## config.mk

```make
export PLATFORM = sky130hd
export DESIGN_NAME = rob_commit_unit
export DESIGN_NICKNAME = d
export VERILOG_FILES = /design/src/rtl/tomasulo_pkg.sv /design/src/rtl/rob_wrap_ptr.sv /design/src/rtl/rob_commit_unit.sv
export SDC_FILE = /design/constraint.sdc
export NUM_CORES = 1
export LEC_CHECK = 0
export BUFFER_PORTS_ARGS = -buffer_cell sky130_fd_sc_hd__buf_2
export CELL_PAD_IN_SITES_DETAIL_PLACEMENT = 1
export CELL_PAD_IN_SITES_GLOBAL_PLACEMENT = 1
export CORE_MARGIN = 1.5
export CORE_UTILIZATION = 54
export DETAILED_ROUTE_END_ITERATION = 12
export PLACE_DENSITY_LB_ADDON = 0.1
export SYNTH_ARGS = -nofsm -noshare
export SYNTH_HDL_FRONTEND = slang
export SYNTH_SLANG_ARGS = --single-unit
```

## constraint.sdc

```tcl
create_clock -name clk -period 9 [get_ports clk]
set_clock_uncertainty 0.1 [all_clocks]
set_input_delay 1.35 -clock clk [delete_from_list [all_inputs] [get_ports clk]]
set_output_delay 1.35 -clock clk [all_outputs]
set_load 0.02 [all_outputs]
```

## src/rtl/tomasulo_pkg.sv

```systemverilog
// Shared definitions for the Tomasulo core.
// Holds the default datapath widths, the opcode encodings and the reorder-buffer
// entry record used by rob_commit_unit.
package tomasulo_pkg;

    localparam int ROB_DEPTH = 8;
    localparam int TAG_W     = 3;
    localparam int DATA_W    = 8;
    localparam int REG_AW    = 4;
    localparam int OPC_W     = 4;

    localparam logic [OPC_W-1:0] OP_SUB   = 4'd0;
    localparam logic [OPC_W-1:0] OP_ADD   = 4'd1;
    localparam logic [OPC_W-1:0] OP_MUL   = 4'd2;
    localparam logic [OPC_W-1:0] OP_DIV   = 4'd3;
    localparam logic [OPC_W-1:0] OP_STORE = 4'd4;
    localparam logic [OPC_W-1:0] OP_LOAD  = 4'd5;

    typedef struct packed {
        logic [OPC_W-1:0]  opcode;
        logic [REG_AW-1:0] dest;
        logic [DATA_W-1:0] value;
        logic              occupied;
        logic              done;
    } rob_entry_t;

    // Stores retire without touching the register file.
    function automatic logic writes_reg(input logic [OPC_W-1:0] op);
        return op != OP_STORE;
    endfunction

endpackage

```

## src/rtl/rob_wrap_ptr.sv

```systemverilog
// Modulo-DEPTH pointer for the reorder buffer (used for head and tail).
// Ports:
//   clk   - clock, rising edge
//   rst_n - synchronous active-low reset, clears the pointer to 0
//   inc   - advance the pointer by one, wrapping DEPTH-1 -> 0
//   ptr   - current pointer value
module rob_wrap_ptr #(
    parameter int DEPTH = 8,
    parameter int W     = 3
) (
    input  logic         clk,
    input  logic         rst_n,
    input  logic         inc,
    output logic [W-1:0] ptr
);

    always_ff @(posedge clk) begin
        if (!rst_n) begin
            ptr <= '0;
        end else if (inc) begin
            ptr <= (ptr == W'(DEPTH - 1)) ? '0 : ptr + 1'b1;
        end
    end

endmodule

```

## src/rtl/rob_commit_unit.sv

```systemverilog
// Reorder buffer with in-order retirement for the Tomasulo core.
// Issue allocates entries at the tail, the CDB completes them by tag, and the
// head entry retires once done, producing a one-cycle register-file write and
// rename-tag release.
// Ports:
//   clk, rst_n                   - clock; synchronous active-low reset
//   alloc_valid/ready/opcode/dest - allocation request from issue
//   alloc_tag                    - tag granted to the allocation (tail pointer)
//   wb_valid/wb_tag/wb_value     - CDB result writeback
//   commit_valid/we/reg/value/tag - registered retire outputs
//   count, empty                 - occupancy
//   wb_err                       - sticky flag: writeback hit a free or done entry
// Optional feature macro ROB_OPERAND_READ_EN adds rd0/rd1 source-lookup ports
// (tag in, ready/value out) with a same-cycle bypass from the CDB.
import tomasulo_pkg::*;

module rob_commit_unit #(
    parameter int ROB_DEPTH = tomasulo_pkg::ROB_DEPTH,
    parameter int TAG_W     = tomasulo_pkg::TAG_W,
    parameter int DATA_W    = tomasulo_pkg::DATA_W,
    parameter int REG_AW    = tomasulo_pkg::REG_AW,
    parameter int OPC_W     = tomasulo_pkg::OPC_W
) (
    input  logic              clk,
    input  logic              rst_n,
    input  logic              alloc_valid,
    output logic              alloc_ready,
    input  logic [OPC_W-1:0]  alloc_opcode,
    input  logic [REG_AW-1:0] alloc_dest,
    output logic [TAG_W-1:0]  alloc_tag,
    input  logic              wb_valid,
    input  logic [TAG_W-1:0]  wb_tag,
    input  logic [DATA_W-1:0] wb_value,
`ifdef ROB_OPERAND_READ_EN
    input  logic [TAG_W-1:0]  rd0_tag,
    output logic              rd0_ready,
    output logic [DATA_W-1:0] rd0_value,
    input  logic [TAG_W-1:0]  rd1_tag,
    output logic              rd1_ready,
    output logic [DATA_W-1:0] rd1_value,
`endif
    output logic              commit_valid,
    output logic              commit_we,
    output logic [REG_AW-1:0] commit_reg,
    output logic [DATA_W-1:0] commit_value,
    output logic [TAG_W-1:0]  commit_tag,
    output logic [TAG_W:0]    count,
    output logic              empty,
    output logic              wb_err
);

    rob_entry_t rob [ROB_DEPTH];

    logic [TAG_W-1:0] head;
    logic [TAG_W-1:0] tail;
    logic             alloc_fire;
    logic             commit_fire;

    // Full/empty come from count so head==tail is never ambiguous.
    assign alloc_ready = (count != (TAG_W + 1)'(ROB_DEPTH));
    assign empty       = (count == '0);
    assign alloc_tag   = tail;
    assign alloc_fire  = alloc_valid && alloc_ready;
    // Uses registered done only: a writeback landing this edge retires next edge.
    assign commit_fire = rob[head].occupied && rob[head].done;

    rob_wrap_ptr #(.DEPTH(ROB_DEPTH), .W(TAG_W)) u_head_ptr (
        .clk   (clk),
        .rst_n (rst_n),
        .inc   (commit_fire),
        .ptr   (head)
    );

    rob_wrap_ptr #(.DEPTH(ROB_DEPTH), .W(TAG_W)) u_tail_ptr (
        .clk   (clk),
        .rst_n (rst_n),
        .inc   (alloc_fire),
        .ptr   (tail)
    );

    always_ff @(posedge clk) begin
        if (!rst_n) begin
            count        <= '0;
            commit_valid <= 1'b0;
            commit_we    <= 1'b0;
            commit_reg   <= '0;
            commit_value <= '0;
            commit_tag   <= '0;
            wb_err       <= 1'b0;
            // Only status bits are cleared; payload fields are don't-care when free.
            for (int i = 0; i < ROB_DEPTH; i++) begin
                rob[i].occupied <= 1'b0;
                rob[i].done     <= 1'b0;
            end
        end else begin
            commit_valid <= commit_fire;
            if (commit_fire) begin
                commit_we          <= writes_reg(rob[head].opcode);
                commit_reg         <= rob[head].dest;
                commit_value       <= rob[head].value;
                commit_tag         <= head;
                rob[head].occupied <= 1'b0;
                rob[head].done     <= 1'b0;
            end

            // A retiring head is already done, so a same-cycle writeback to it
            // is rejected as an error and never collides with the free above.
            if (wb_valid) begin
                if (rob[wb_tag].occupied && !rob[wb_tag].done) begin
                    rob[wb_tag].value <= wb_value;
                    rob[wb_tag].done  <= 1'b1;
                end else begin
                    wb_err <= 1'b1;
                end
            end

            // Tail is free whenever alloc_fire is set, so it cannot equal a
            // retiring head (that would require a full buffer).
            if (alloc_fire) begin
                rob[tail].opcode   <= alloc_opcode;
                rob[tail].dest     <= alloc_dest;
                rob[tail].occupied <= 1'b1;
                rob[tail].done     <= 1'b0;
            end

            case ({alloc_fire, commit_fire})
                2'b10:   count <= count + 1'b1;
                2'b01:   count <= count - 1'b1;
                default: count <= count;
            endcase
        end
    end

`ifdef ROB_OPERAND_READ_EN
    // Source lookup for issue: a completed entry, or one completing on the CDB
    // this very cycle, is ready; the CDB value is forwarded in the latter case.
    always_comb begin
        rd0_ready = rob[rd0_tag].done || (wb_valid && (wb_tag == rd0_tag));
        rd0_value = rob[rd0_tag].done ? rob[rd0_tag].value : wb_value;
        rd1_ready = rob[rd1_tag].done || (wb_valid && (wb_tag == rd1_tag));
        rd1_value = rob[rd1_tag].done ? rob[rd1_tag].value : wb_value;
    end
`else
    // Without the lookup ports the buffer is write-only from issue.
`endif

endmodule

```

==> metrics.txt <==
Netlist cell types=52; number of top-level pins=50; maximum fanout encountered on the critical timing path=46; die outline area=13700 um^2; Starting Density=55.4%; achievable frequency=282 MHz; final clock period utilization by the worst path=39.3%; global-route wire length before repair=24400 um; largest registers in the final layout=rob x144, commit_value x8; total count of max-transition violations in the final report=0; detailed-route vias per instance=6.05; die span in y=117 um; count of warnings emitted by yosys=0; Worst slew margin=15.9%; final number of setup-violating endpoints=0; area of combinational cells with multiple inputs=2100 um^2; clock insertion delay at the later pin of the skew report=0.43 ns; number of global-route vias before repair=4335; unrepaired setup endpoints after global routing=no; DP Cell Count=648; final net count=525; class of the tightest hold or removal check=flop to flop; final-layout setup total negative slack=0 ns; total routing usage reported by global routing=25.2%; number of flip-flops in the largest register=144; Crit. End Element=flop; mean cell area of the mapped netlist=15.7 um^2; post-DP HPWL=10100 um; remaining antenna violation count=0; number of maximum-capacitance violations=0; Post-Layout Cell Count=680; Netlist Area Pre-Place=7020 um^2; num rows=41; met3 routing resource usage after global routing=6.54%; last weighted congestion value of the routability-driven placer=0.884; clock-pin transition on the worst setup and hold timing paths=0.06 ns; total setup buffers inserted after CTS=0; shortest period the worst path allows=3.54 ns; total via count after detailed routing=4111; CTS max path bufs=2; H-tree levels=4; number of antenna violations at the first check in global routing=0; busiest layer in global routing=met2; count of inserted antenna diode cells=0; number of violations reported at the end of detailed-routing iteration 0=322; Arr. time, crit path=3.78 ns; TritonCTS clock tree=yes; buffer cell driving the clock tree root=sky130_fd_sc_hd__clkbuf_16; total iterations of the first detailed-routing run=4; clock buffer count from CTS=17; flops & latches, synth=175; Post-synth top flop=sky130_fd_sc_hd__edfxtp_1; power density relative to cell area=208 nW/um^2; cell count after synthesis=448; CTS Hold Buffers Added=0; run status=complete, no violations; sequential element share of the synthesized area=68.1%; data required time at the worst endpoint=9.24 ns; Die X-Extent=117 um; critical path class=flop to flop; combined flip-flop and latch cell area=4790 um^2; Core Footprint=12700 um^2; ratio of cells with drive above 1 in the final layout=22.6%; Congestion Overflow GR=0; leading cell type in the layout, fill and taps excluded=sky130_fd_sc_hd__edfxtp_1; Filler cells=1176; TritonCTS sink count=175; routing usage on met2=42.5%; number of enable-type register cells in the synthesized netlist=128; signed area change from the synthesized netlist to the final layout=13.6%; maximum number of pins on one net before global-route repair=50; number of failing hold endpoints at the final stage=0; met1 usage=31.4%; average wire length per cell after detail routing=23.2 um; synthesized netlist net count=478; element type at the critical path start=flop; Biggest register=rob; worst supply voltage drop on vdd=0.140 mV; IO Port Bufs=49; post-route DRC violation count=0; transition time at the pin with the least slew margin=1.26 ns; highest-count cells in the layout ignoring fill and taps=sky130_fd_sc_hd__edfxtp_1, sky130_fd_sc_hd__buf_2, sky130_fd_sc_hd__dfxtp_1; wire length reported by the detailed router=15800 um; share of synthesized flip-flops with an asynchronous set or reset=0%; cts repair resizes=0; leakage power=2.81 nW
[power breakdown]
group | switching [mW] | internal (mW)
clock network | 0.319 | 0.413
registers | 0.00582 | 0.871
logic | 0.0317 | 0.0158
total | 0.356 | 1.30
[final timing paths]
path	start	to	slack, ns	depth (start not counted)
worst max-delay path	flop	count[2]	5.46	8
worst min register to register	commit_we	commit_we	0.36	2
worst max register to register	flop	count[2]	5.46	8
worst min-delay path	commit_we	commit_we	0.36	2
[through the flow]
stage	setup WS (ns)	total power, mW	area (um^2)	hold slack [ns]	util (%)
after CTS	5.41	1.67	7980	0.366	63.0
after detailed placement	5.03	0.942	7390	0.358	58.3
after global placement	5.20	0.939	7390	0.353	58.3
after floorplan	5.64	0.919	7020	0.366	-
final	5.46	1.66	7980	0.360	63.0
after global routing	5.20	1.70	7980	0.392	63.0
[per-layer routing]
metal,part of all wire [%],vias to the layer above
met5,0,-
met4,2.6,0
met3,5.2,42
met2,51,130
met1,41,2094
li1,-,1845
[worst max-delay path, cell delays in order (launching register included)]
cell                       delay [ns]
sky130_fd_sc_hd__dfxtp_1         1.16
sky130_fd_sc_hd__mux4_2          0.47
sky130_fd_sc_hd__mux2i_4         0.17
sky130_fd_sc_hd__buf_4           0.49
sky130_fd_sc_hd__ha_1            0.31
sky130_fd_sc_hd__a21oi_1         0.10
sky130_fd_sc_hd__xor2_1          0.17
sky130_fd_sc_hd__or3_1           0.30
sky130_fd_sc_hd__a21boi_0        0.19
[layout make-up]
class | count | area share (%)
multi-input combinational | 244 | 26.3
sequential | 175 | 60.0
clock inverter | 15 | 2.04
timing repair buffer | 52 | 3.36
tap | 172 | 2.70
clock buffer | 17 | 5.33
inverter | 5 | 0.235
[cell usage after synthesis, types with 2 or more instances]
master | number | area (um^2)
sky130_fd_sc_hd__nand3_1 | 10 | 50.1
sky130_fd_sc_hd__a31o_1 | 10 | 87.6
sky130_fd_sc_hd__nor2_1 | 19 | 71.3
sky130_fd_sc_hd__nor3b_1 | 2 | 15.0
sky130_fd_sc_hd__or3_1 | 3 | 18.8
sky130_fd_sc_hd__o211a_1 | 12 | 120
sky130_fd_sc_hd__mux2i_1 | 23 | 230
sky130_fd_sc_hd__o21ai_0 | 5 | 25.0
sky130_fd_sc_hd__nand2_1 | 37 | 139
sky130_fd_sc_hd__o22a_1 | 2 | 17.5
sky130_fd_sc_hd__a21oi_1 | 10 | 50.1
sky130_fd_sc_hd__a22o_1 | 2 | 17.5
sky130_fd_sc_hd__buf_4 | 3 | 22.5
sky130_fd_sc_hd__o2bb2ai_1 | 3 | 26.3
sky130_fd_sc_hd__inv_1 | 5 | 18.8
sky130_fd_sc_hd__nor4b_1 | 6 | 52.6
sky130_fd_sc_hd__nand4_1 | 3 | 18.8
sky130_fd_sc_hd__mux4_2 | 27 | 608
sky130_fd_sc_hd__and2_1 | 3 | 18.8
sky130_fd_sc_hd__edfxtp_1 | 128 | 3840
sky130_fd_sc_hd__dfxtp_1 | 47 | 941
sky130_fd_sc_hd__ha_1 | 7 | 87.6
sky130_fd_sc_hd__a21boi_0 | 3 | 22.5
sky130_fd_sc_hd__nor3_1 | 7 | 35.0
sky130_fd_sc_hd__nand3b_1 | 6 | 45.0
sky130_fd_sc_hd__nor2b_1 | 13 | 81.3
sky130_fd_sc_hd__nand4b_1 | 3 | 26.3
sky130_fd_sc_hd__nand2b_1 | 5 | 31.3
sky130_fd_sc_hd__buf_2 | 9 | 45.0
sky130_fd_sc_hd__clkbuf_1 | 11 | 41.3
sky130_fd_sc_hd__and3_1 | 2 | 12.5
sky130_fd_sc_hd__xor2_1 | 2 | 17.5
[kinds of logic (layout without fill, tap and decap cells)]
| logic type | after synthesis | in the layout | share of synthesized area, % |
|---|---|---|---|
| flip-flops | 175 | 175 | 68.1 |
| AND/OR/NAND/NOR | 124 | 124 | 9.35 |
| AO/OA/AOI/OAI | 58 | 58 | 6.52 |
| multiplexers | 52 | 52 | 12.4 |
| buffers and inverters | 29 | 89 | 1.98 |
| adder cells (fa/ha/maj) | 7 | 7 | 1.25 |
| XOR/XNOR | 3 | 3 | 0.374 |
No activity file was read; power rests on OpenSTA's default activity.
